[src/rtl/unicone_packet_decoder.sv]
// Multi-port serial packet decoder: stages each payload, checks the optional
// trailing checksum, then replays the payload onto the addressed port.
module unicone_packet_decoder #(
    parameter int unsigned NUM_PORTS   = 4,
    parameter int unsigned ADDR_WIDTH  = 5,
    parameter logic [3:0]  SYNC_NIBBLE = 4'h5,
    parameter int unsigned CHECKSUM    = 1
) (
    input  logic                  FIFO_clk,
    input  logic                  reset,
    input  logic [7:0]            rx_data,
    input  logic                  rx_strobe,
    input  logic                  rx_idle,
    output logic [ADDR_WIDTH-1:0] write_addr,
    output logic [7:0]            write_data,
    output logic [NUM_PORTS-1:0]  write_en,
    output logic [NUM_PORTS-1:0]  commit,
    output logic                  packet_error,
    output logic [7:0]            error_count,
    output logic                  activity
);
    localparam int unsigned DEPTH = 1 << ADDR_WIDTH;

    typedef enum logic [2:0] {
        S_IDLE, S_FLAGS, S_PAYLOAD, S_CHECK, S_REPLAY, S_DISCARD
    } state_t;

    state_t                state_q;
    logic [3:0]            port_q;
    logic [ADDR_WIDTH-1:0] len_q;
    logic [ADDR_WIDTH-1:0] idx_q;
    logic [7:0]            sum_q;
    logic                  ovr_q;
    logic [7:0]            mem_q [DEPTH];

    logic [7:0]            sum_d;
    logic [ADDR_WIDTH-1:0] idx_d;
    logic [ADDR_WIDTH-1:0] flen_d;
    logic [ADDR_WIDTH-1:0] len_done_d;
    logic [NUM_PORTS-1:0]  port_oh_d;
    logic                  last_d;
    logic                  drop_d;
    logic                  done_d;

    always_comb begin
        sum_d  = sum_q + rx_data;
        idx_d  = idx_q + ADDR_WIDTH'(1);
        last_d = (idx_q == len_q - ADDR_WIDTH'(1));
        if (rx_data[2])      flen_d = ADDR_WIDTH'(18);
        else if (rx_data[1]) flen_d = ADDR_WIDTH'(6);
        else if (rx_data[0]) flen_d = ADDR_WIDTH'(2);
        else                 flen_d = '0;
        port_oh_d = '0;
        for (int unsigned p = 0; p < NUM_PORTS; p++) begin
            if (32'(port_q) == p) port_oh_d[p] = 1'b1;
        end
    end

    // done_d: packet accepted this cycle; drop_d: packet rejected this cycle
    always_comb begin
        drop_d     = 1'b0;
        done_d     = 1'b0;
        len_done_d = len_q;
        case (state_q)
            S_IDLE:
                drop_d = rx_strobe && ((rx_data[7:4] != SYNC_NIBBLE) ||
                                       (32'(rx_data[3:0]) >= NUM_PORTS));
            S_FLAGS: begin
                len_done_d = flen_d;
                if (rx_strobe) done_d = (flen_d == '0) && (CHECKSUM == 0);
                else           drop_d = rx_idle;
            end
            S_PAYLOAD: begin
                if (rx_strobe) done_d = last_d && (CHECKSUM == 0);
                else           drop_d = rx_idle;
            end
            S_CHECK: begin
                if (rx_strobe) begin
                    done_d = (sum_d == '0);
                    drop_d = (sum_d != '0);
                end else begin
                    drop_d = rx_idle;
                end
            end
            S_REPLAY: drop_d = last_d && (ovr_q || rx_strobe);
            default: ;
        endcase
    end

    always_ff @(posedge FIFO_clk) begin
        if (state_q == S_PAYLOAD && rx_strobe) mem_q[idx_q] <= rx_data;
    end

    always_ff @(posedge FIFO_clk or posedge reset) begin
        if (reset) begin
            state_q      <= S_IDLE;
            port_q       <= '0;
            len_q        <= '0;
            idx_q        <= '0;
            sum_q        <= '0;
            ovr_q        <= 1'b0;
            write_addr   <= '0;
            write_data   <= '0;
            write_en     <= '0;
            commit       <= '0;
            packet_error <= 1'b0;
            error_count  <= '0;
        end else begin
            write_addr   <= '0;
            write_data   <= '0;
            write_en     <= '0;
            commit       <= '0;
            packet_error <= drop_d;
            if (drop_d && error_count != 8'hFF) error_count <= error_count + 8'd1;

            case (state_q)
                S_IDLE: begin
                    if (rx_strobe) begin
                        port_q  <= rx_data[3:0];
                        sum_q   <= rx_data;
                        state_q <= S_FLAGS;
                    end
                end
                S_FLAGS: begin
                    if (rx_strobe) begin
                        len_q   <= flen_d;
                        sum_q   <= sum_d;
                        idx_q   <= '0;
                        state_q <= (flen_d == '0) ? S_CHECK : S_PAYLOAD;
                    end
                end
                S_PAYLOAD: begin
                    if (rx_strobe) begin
                        sum_q <= sum_d;
                        idx_q <= idx_d;
                        if (last_d) state_q <= S_CHECK;
                    end
                end
                S_CHECK: ;
                S_REPLAY: begin
                    if (rx_strobe) ovr_q <= 1'b1;
                    if (last_d) begin
                        commit  <= port_oh_d;
                        state_q <= S_IDLE;
                    end else begin
                        idx_q      <= idx_d;
                        write_en   <= port_oh_d;
                        write_addr <= idx_d;
                        write_data <= mem_q[idx_d];
                    end
                end
                S_DISCARD: if (rx_idle) state_q <= S_IDLE;
                default: state_q <= S_IDLE;
            endcase

            // Acceptance presents the first write (or the commit for an empty
            // payload) on the same edge, giving first write_en at T+1.
            if (done_d) begin
                ovr_q <= 1'b0;
                idx_q <= '0;
                if (len_done_d == '0) begin
                    commit  <= port_oh_d;
                    state_q <= S_IDLE;
                end else begin
                    write_en   <= port_oh_d;
                    write_data <= mem_q['0];
                    state_q    <= S_REPLAY;
                end
            end
            if (drop_d) state_q <= rx_idle ? S_IDLE : S_DISCARD;
        end
    end

    assign activity = (|write_en) || (|commit);

endmodule

[config.mk]
export PLATFORM = sky130hd
export DESIGN_NAME = unicone_packet_decoder
export DESIGN_NICKNAME = d
export VERILOG_FILES = /design/src/rtl/unicone_packet_decoder.sv
export SDC_FILE = /design/constraint.sdc
export NUM_CORES = 1
export LEC_CHECK = 0
export ABC_AREA = 1
export CAP_MARGIN = 20
export CORE_AREA = 2 2 155 157
export DETAILED_ROUTE_END_ITERATION = 8
export DIE_AREA = 0 0 157 159
export GPL_TIMING_DRIVEN = 0
export PLACE_DENSITY = 0.76
export SLEW_MARGIN = 10
export SYNTH_ARGS = -nofsm -noshare
export SYNTH_HDL_FRONTEND = slang
export SYNTH_SLANG_ARGS = --single-unit
[constraint.sdc]
create_clock -name FIFO_clk -period 3.6 [get_ports FIFO_clk]
set_clock_uncertainty 0.15 [all_clocks]
set_input_delay 0.72 -clock FIFO_clk [delete_from_list [all_inputs] [get_ports FIFO_clk]]
set_output_delay 0.72 -clock FIFO_clk [all_outputs]
set_load 0.1 [all_outputs]
==> summary.md, run 1 <==
| Metric | Value |
|---|---|
| Status | `finished, final reports clean` |
| Final Max Tran Viols | `0` |
| Number of buffers created by CTS | `30` |
| H-tree depth | `1` |
| Clk sink count | `310` |
| Initial antenna violation count | `0` |
| Slew @ Worst Pin | `0.986 ns` |
| Initial Util | `58.3%` |
| Worst hold margin | `0.346 ns` |
| CTS tree | `done` |
| Final hold vios | `0` |
| Syn_nets | `1252` |
| Root buffer cell | `clkbuf_16` |
| # IOs | `43` |
| Synth top area share | `56.9%` |
| Gr ovfl total | `0` |
| Ranking of synthesized cells by area | `edfxtp_1 57%, dfrtp_1 10%, nor2_1 5.9%, nand2_1 5.0%, o21ai_0 4.8%` |
| Via count of the first global-routing pass | `9248` |
| Min Tclk post-route | `3.47 ns` |
| Final non-filler cell total | `1645` |
| Worst Hold Launch | `sum_q[0]` |
| # rows | `56` |
| Vias | `9686` |
| Power Density | `785 nW/um2` |
| Synth cell types | `39` |
| Area growth from synthesis to layout | `13.8%` |
| Via density | `5.89` |
| Sequential Area | `9040 um2` |
| Die area | `25000 um2` |
| CP Capture Type | `register` |
| Postcts setup bufs | `0` |
| Syn avg cell area | `11.0 um2` |
| Synth cell count leaders | `256 x edfxtp_1, 212 x nor2_1, 179 x nand2_1, 130 x o21ai_0, 94 x nand3_1` |
| Multi-input gate area | `3900 um2` |
| ANT cells | `0` |
| Area of the core | `23200 um2` |
| Most common cell in the netlist | `edfxtp_1` |
| CP arrival | `3.81 ns` |
| Fmax achieved | `288 MHz` |
| First-pass GRT wire length | `51700 um` |
| Nets | `1328` |
| Yosys warns | `0` |
| Placed Instances | `1589` |
| R2r setup slk | `0.13 ns` |
| Worst-path maximum fanout | `11` |
| Die Span Y | `159 um` |
| Final WL | `34200 um` |
| Reg2reg start | `idx_q[0]` |
| Max-cap violations | `0` |
| Wire length per cell | `20.8 um` |
| Post-route ant nets | `0` |
| Netlist Area Pre-Place | `13500 um2` |
| Leak Pwr | `5.70 nW` |
| R2R Path End | `write_data[7]` |
| Share of flip-flops with an asynchronous set or reset | `17.4%` |
| Hold path cells | `2` |
| #FFs+latches synth | `310` |
| Required @ worst endpoint | `3.95 ns` |
| Largest net degree at the start of global routing | `39` |
| Max VDD drop | `539 uV` |
| Main synth FF type | `edfxtp_1` |
| Routability cong. | `0.945` |
| Number of enable flip-flop cells after synthesis | `256` |
| Kind of critical path | `register to register` |
| HPWL Detailed | `22500 um` |
| 1st-iter DRT viols | `1192` |
| Worst Hold Class | `register to register` |
| Share of post-route cells with drive strength above 1 | `10.6%` |
| Die width | `157 um` |
| Critical Path Start Type | `register` |
| Unrepaired setup endpoints after global routing | `no` |
| Hold Crit Endpoint | `sum_q[0]` |
| # fillers | `1715` |
| Cell taking the most area after synthesis | `edfxtp_1` |
| Clock latency on the worst-skew pair | `0.55 ns` |
| FF-to-FF path depth | `15` |
| Global Route Usage Sum | `27.4%` |
| Mapped Cells | `1226` |
| Final period utilization | `96.3%` |
| Setup violators final | `0` |
| Worst-path clk slew | `0.07 ns` |
| Post-route DRC | `0` |
| Maximum root-to-sink buffer count | `3` |
| Share of the yosys chip area belonging to registers | `66.9%` |
| # port buffers | `42` |
| Drt first pass iters | `5` |
| Relative slew slack | `34.0%` |
[power breakdown]
group / leakage (nW) / switching, mW / internal, mW
registers: 3.01 / 0.139 / 4.07
logic: 2.18 / 3.30 / 1.33
clock network: 0.504 / 1.31 / 1.92
[layer usage]
metal  wire (um)  GRT usage [%]  vias to the layer above
met5           0              0                        -
met4        1260           10.9                        0
met3        3290           4.44                       89
met2       16200           43.3                      525
met1       13400           38.4                     4632
li1            -              -                     4440
[through the flow]
| stage | total power [mW] | TNS [ns] | util [%] | area (um2) | setup slack (ns) |
|---|---|---|---|---|---|
| after detailed placement | 8.77 | -4.20 | 61.9 | 14400 | -0.250 |
| after global routing | 12.6 | 0 | 66.3 | 15400 | 0.0446 |
| final | 12.1 | 0 | 66.3 | 15400 | 0.133 |
| after global placement | 8.63 | -36.66 | 61.8 | 14300 | -1.17 |
| after floorplan | 7.39 | 0 | - | 13500 | 0.936 |
| after CTS | 12.0 | 0 | 66.3 | 15400 | 0.0310 |
[layout by cell type (no fill, tap or decap), types with 3 or more instances in the layout]
| master | n |
|---|---|
| edfxtp_1 | 256 |
| clkinvlp_4 | 3 |
| clkbuf_2 | 4 |
| nand3_2 | 4 |
| clkinv_2 | 6 |
| dfrtp_1 | 54 |
| a21oi_1 | 22 |
| o21ai_2 | 5 |
| o211ai_1 | 57 |
| buf_2 | 26 |
| inv_2 | 9 |
| clkbuf_16 | 31 |
| xnor2_1 | 5 |
| buf_4 | 4 |
| clkinv_1 | 4 |
| clkbuf_1 | 25 |
| nand2_2 | 13 |
| o21ai_0 | 130 |
| xor2_1 | 4 |
| clkdlybuf4s50_1 | 35 |
| nand2_4 | 3 |
| nand4_1 | 3 |
| bufinv_16 | 4 |
| nor2_1 | 212 |
| nor2_2 | 4 |
| inv_1 | 63 |
| nor2_4 | 3 |
| nor4_1 | 3 |
| o21ai_1 | 17 |
| buf_6 | 5 |
| nand3_1 | 94 |
| nor3_1 | 4 |
| nand2_1 | 179 |
| clkbuf_4 | 4 |
| ha_1 | 13 |
[how the worst max path moves through the flow]
stage | start | endpoint | slack (ns)
2_1_floorplan | rx_data[0] | error_count[6] | 0.94
3_3_place_gp | rx_data[0] | write_data[7] | -1.17
3_5_place_dp | rx_data[0] | write_data[6] | -0.25
4_1_cts | idx_q[0] | write_data[7] | 0.03
5_1_grt | idx_q[0] | write_data[1] | 0.04
6_report | idx_q[0] | write_data[7] | 0.13
[area by class of cell]
cell class / count / area share [%]
sequential: 310 / 58.7
clock buffer: 39 / 5.44
inverter: 73 / 1.81
clock inverter: 17 / 1.23
tap: 319 / 2.59
buffer: 56 / 2.02
timing repair buffer: 44 / 2.81
multi-input combinational: 787 / 25.4
[critical path, cell delays in order (launching register included)]
cell and delay (ns):
dfrtp_1 0.47, inv_2 0.22, buf_4 0.24, buf_2 0.34, ha_1 0.35, clkbuf_4 0.29
clkinvlp_4 0.32, nand3_1 0.19, nand3_1 0.13, nand3_1 0.10, nand2_1 0.14, nor3_1 0.23
nor2_1 0.07, nand2_1 0.07, nand2_1 0.06, inv_1 0.05
[registers in the layout, summed over array words and instances, names as in the netlist]
signal,flops
mem_q,256
error_count,8
sum_q,8
write_data,8
idx_q,5
write_addr,5
commit,4
port_q,4
write_en,4
len_q,3
state_q,3
ovr_q,1
packet_error,1
[kinds of logic after synthesis]
| group | share of synthesized area (%) |
|---|---|
| adders and majority gates | 1.35 |
| muxes | 0.0833 |
| buffers and inverters | 4.28 |
| DFF | 66.9 |
| xor gates and xnor gates | 0.787 |
| and+or+nand+nor | 16.7 |
| AOI/OAI and AO/OA | 9.97 |
[what timing repair did]
| item | in CTS | in global routing |
|---|---|---|
| endpoints found under the setup margin | 0 | 8 |
| hold buffers | 0 | 0 |
| gates resized for setup | 0 | 8 |
Note: power is estimated with default switching activity, not from simulation.
==> run 2, diff against run 1 <==
CTS_BUF_LIST = sky130_fd_sc_hd__clkbuf_4 sky130_fd_sc_hd__clkbuf_8 sky130_fd_sc_hd__clkbuf_16   (was default)
==> run 2 against run 1 <==
  * The run now ends with negative setup slack left
  * Global-route usage is 0.12 points higher
  * Clock power hardly changed
  * Combinational power hardly changed
  * Core utilization is essentially flat
  * Cell count is the same
  * Via count barely moved
  * Critical path depth did not move
  * Fmax fell by 6.1%
  * Register-to-register slack worse by 0.23 ns
  * Critical path type unchanged
==> summary.md, run 2 (synthesis gave the netlist of run 1 again) <==
| Metric | Value |
|---|---|
| Required @ worst endpoint | `3.95 ns` |
| Fmax achieved | `271 MHz` |
| Fin Setup TNS | `-0.0938 ns` |
| Slew @ Worst Pin | `0.996 ns` |
| Unrepaired setup endpoints after global routing | `yes` |
| Leak Pwr | `5.70 nW` |
| Critical path cell sequence | `inv_2, buf_4, buf_2, ha_1, buf_2, clkinv_1, nand3_1, nand3_1, nand3_1, nand2_1, nor3_1, nor2_1, nand2_1, nand2_1, inv_1` |
| Die Span Y | `159 um` |
| Post-route DRC | `0` |
| Worst hold margin | `0.346 ns` |
| Max incr delay on CP | `0.48 ns` |
| # fillers | `1713` |
| Worst-path clk slew | `0.07 ns` |
| Final WL | `34200 um` |
| Largest net degree at the start of global routing | `39` |
| Clk sink count | `310` |
| Postcts setup bufs | `0` |
| Final hold vios | `0` |
| Final non-filler cell total | `1645` |
| H-tree depth | `1` |
| Die area | `25000 um2` |
| Drt first pass iters | `6` |
| Critical Path Start Type | `register` |
| Relative slew slack | `33.4%` |
| Gr ovfl total | `0` |
| Grt met1 use | `38.5%` |
| Met3 usage | `4.44%` |
| Kind of critical path | `register to register` |
| Die width | `157 um` |
| CTS Hold Bufs | `0` |
| CTS tree | `done` |
| Final setup margin | `-0.0938 ns` |
| Min Tclk post-route | `3.69 ns` |
| Clock latency on the worst-skew pair | `0.55 ns` |
| # port buffers | `42` |
| WP buf/inv | `6` |
| Commonest non-fill, non-tap cells in the layout | `256 x edfxtp_1, 212 x nor2_1, 179 x nand2_1` |
| ANT cells | `0` |
| # rows | `56` |
| 1st-iter DRT viols | `1223` |
| Met2 Use GR | `43.5%` |
| Routability cong. | `0.945` |
| Maximum root-to-sink buffer count | `3` |
| Via density | `5.89` |
| Post-route ant nets | `0` |
| Wire length per cell | `20.8 um` |
| Initial Util | `58.3%` |
| Initial antenna violation count | `0` |
| Status | `finished, violations left` |
| Setup violators final | `1` |
| Final period utilization | `103%` |
| Cell family with most CP delay | `buffers and inverters` |
| Nets | `1328` |
| Power Density | `785 nW/um2` |
| Worst-path maximum fanout | `11` |
| Final Max Tran Viols | `0` |
| Global Route Usage Sum | `27.5%` |
| Slowest CP cell | `clkinv_1` |
| # resized after CTS | `0` |
| Failing checks | `negative setup slack` |
| Number of buffers created by CTS | `30` |
| Share of post-route cells with drive strength above 1 | `10.6%` |
| Pre-CTS setup slack | `-0.250 ns` |
| Most common cell after layout, fill and taps aside | `edfxtp_1` |
| Area of the core | `23200 um2` |
| Via count of the first global-routing pass | `9259` |
| Global route hottest layer | `met2` |
| CP Capture Type | `register` |
| Root buffer cell | `clkbuf_16` |
| Area growth from synthesis to layout | `13.9%` |
| First-pass GRT wire length | `51900 um` |
| Worst Hold Class | `register to register` |
| HPWL Detailed | `22500 um` |
| # IOs | `43` |
| Placed Instances | `1589` |
| Tot Pwr | `12.1 mW` |
| Max-cap violations | `0` |
| Reg with most FFs | `mem_q` |
| Max VDD drop | `539 uV` |
| Largest register FFs | `256` |
| Vias | `9693` |
| CP arrival | `4.04 ns` |
-- run 2: report_power, final --
group	internal, mW	total (mW)	switching (mW)
logic	1.32	4.61	3.29
clock network	1.94	3.26	1.31
registers	4.07	4.21	0.139
total	7.34	12.1	4.74
-- run 2: path summary, 6_finish.rpt --
path | from | end | slack, ns | cells past startpoint
worst min-delay path | sum_q[0] | sum_q[0] | 0.35 | 2
min in group asynchronous | reset | idx_q[3] | 0.39 | 2
worst max-delay path | idx_q[0] | write_data[7] | -0.09 | 15
worst min register to register | sum_q[0] | sum_q[0] | 0.35 | 2
worst max register to register | idx_q[0] | write_data[7] | -0.09 | 15
max in group asynchronous | reset | sum_q[7] | 2.36 | 3
-- run 2: per-stage QoR --
step / util (%) / area (um2)
finish: 66.4 / 15400
global route: 66.4 / 15400
CTS: 66.3 / 15400
detailed placement: 61.9 / 14400
global placement: 61.8 / 14300
floorplan: - / 13500
-- run 2: cell type report --
type	count	area (um2)	area share (%)
Sequential cell	310	9040	58.7
Buffer	56	308	2.00
Clock buffer	39	848	5.51
Clock inverter	17	189	1.23
Inverter	73	274	1.78
Tap cell	319	399	2.59
Timing Repair Buffer	44	433	2.81
Multi-Input combinational cell	787	3900	25.3
-- run 2: tightest hold or removal path: stages (launching register included) --
cell     delay, ns
dfrtp_1       0.35
nand2_1       0.05
o21ai_0       0.06
-- run 2: per-layer routing --
| metal | vias to the layer above | wire, um |
|---|---|---|
| li1 | 4437 | - |
| met2 | 510 | 16200 |
| met4 | 0 | 1290 |
| met3 | 86 | 3290 |
| met1 | 4660 | 13500 |
| met5 | - | 0 |
==> run 3, diff against run 2 <==
CTS_BUF_LIST = default   (was sky130_fd_sc_hd__clkbuf_4 sky130_fd_sc_hd__clkbuf_8 sky130_fd_sc_hd__clkbuf_16)
==> results of run 3 <==
Final layout, timing and power as in run 1 (identical DEF).
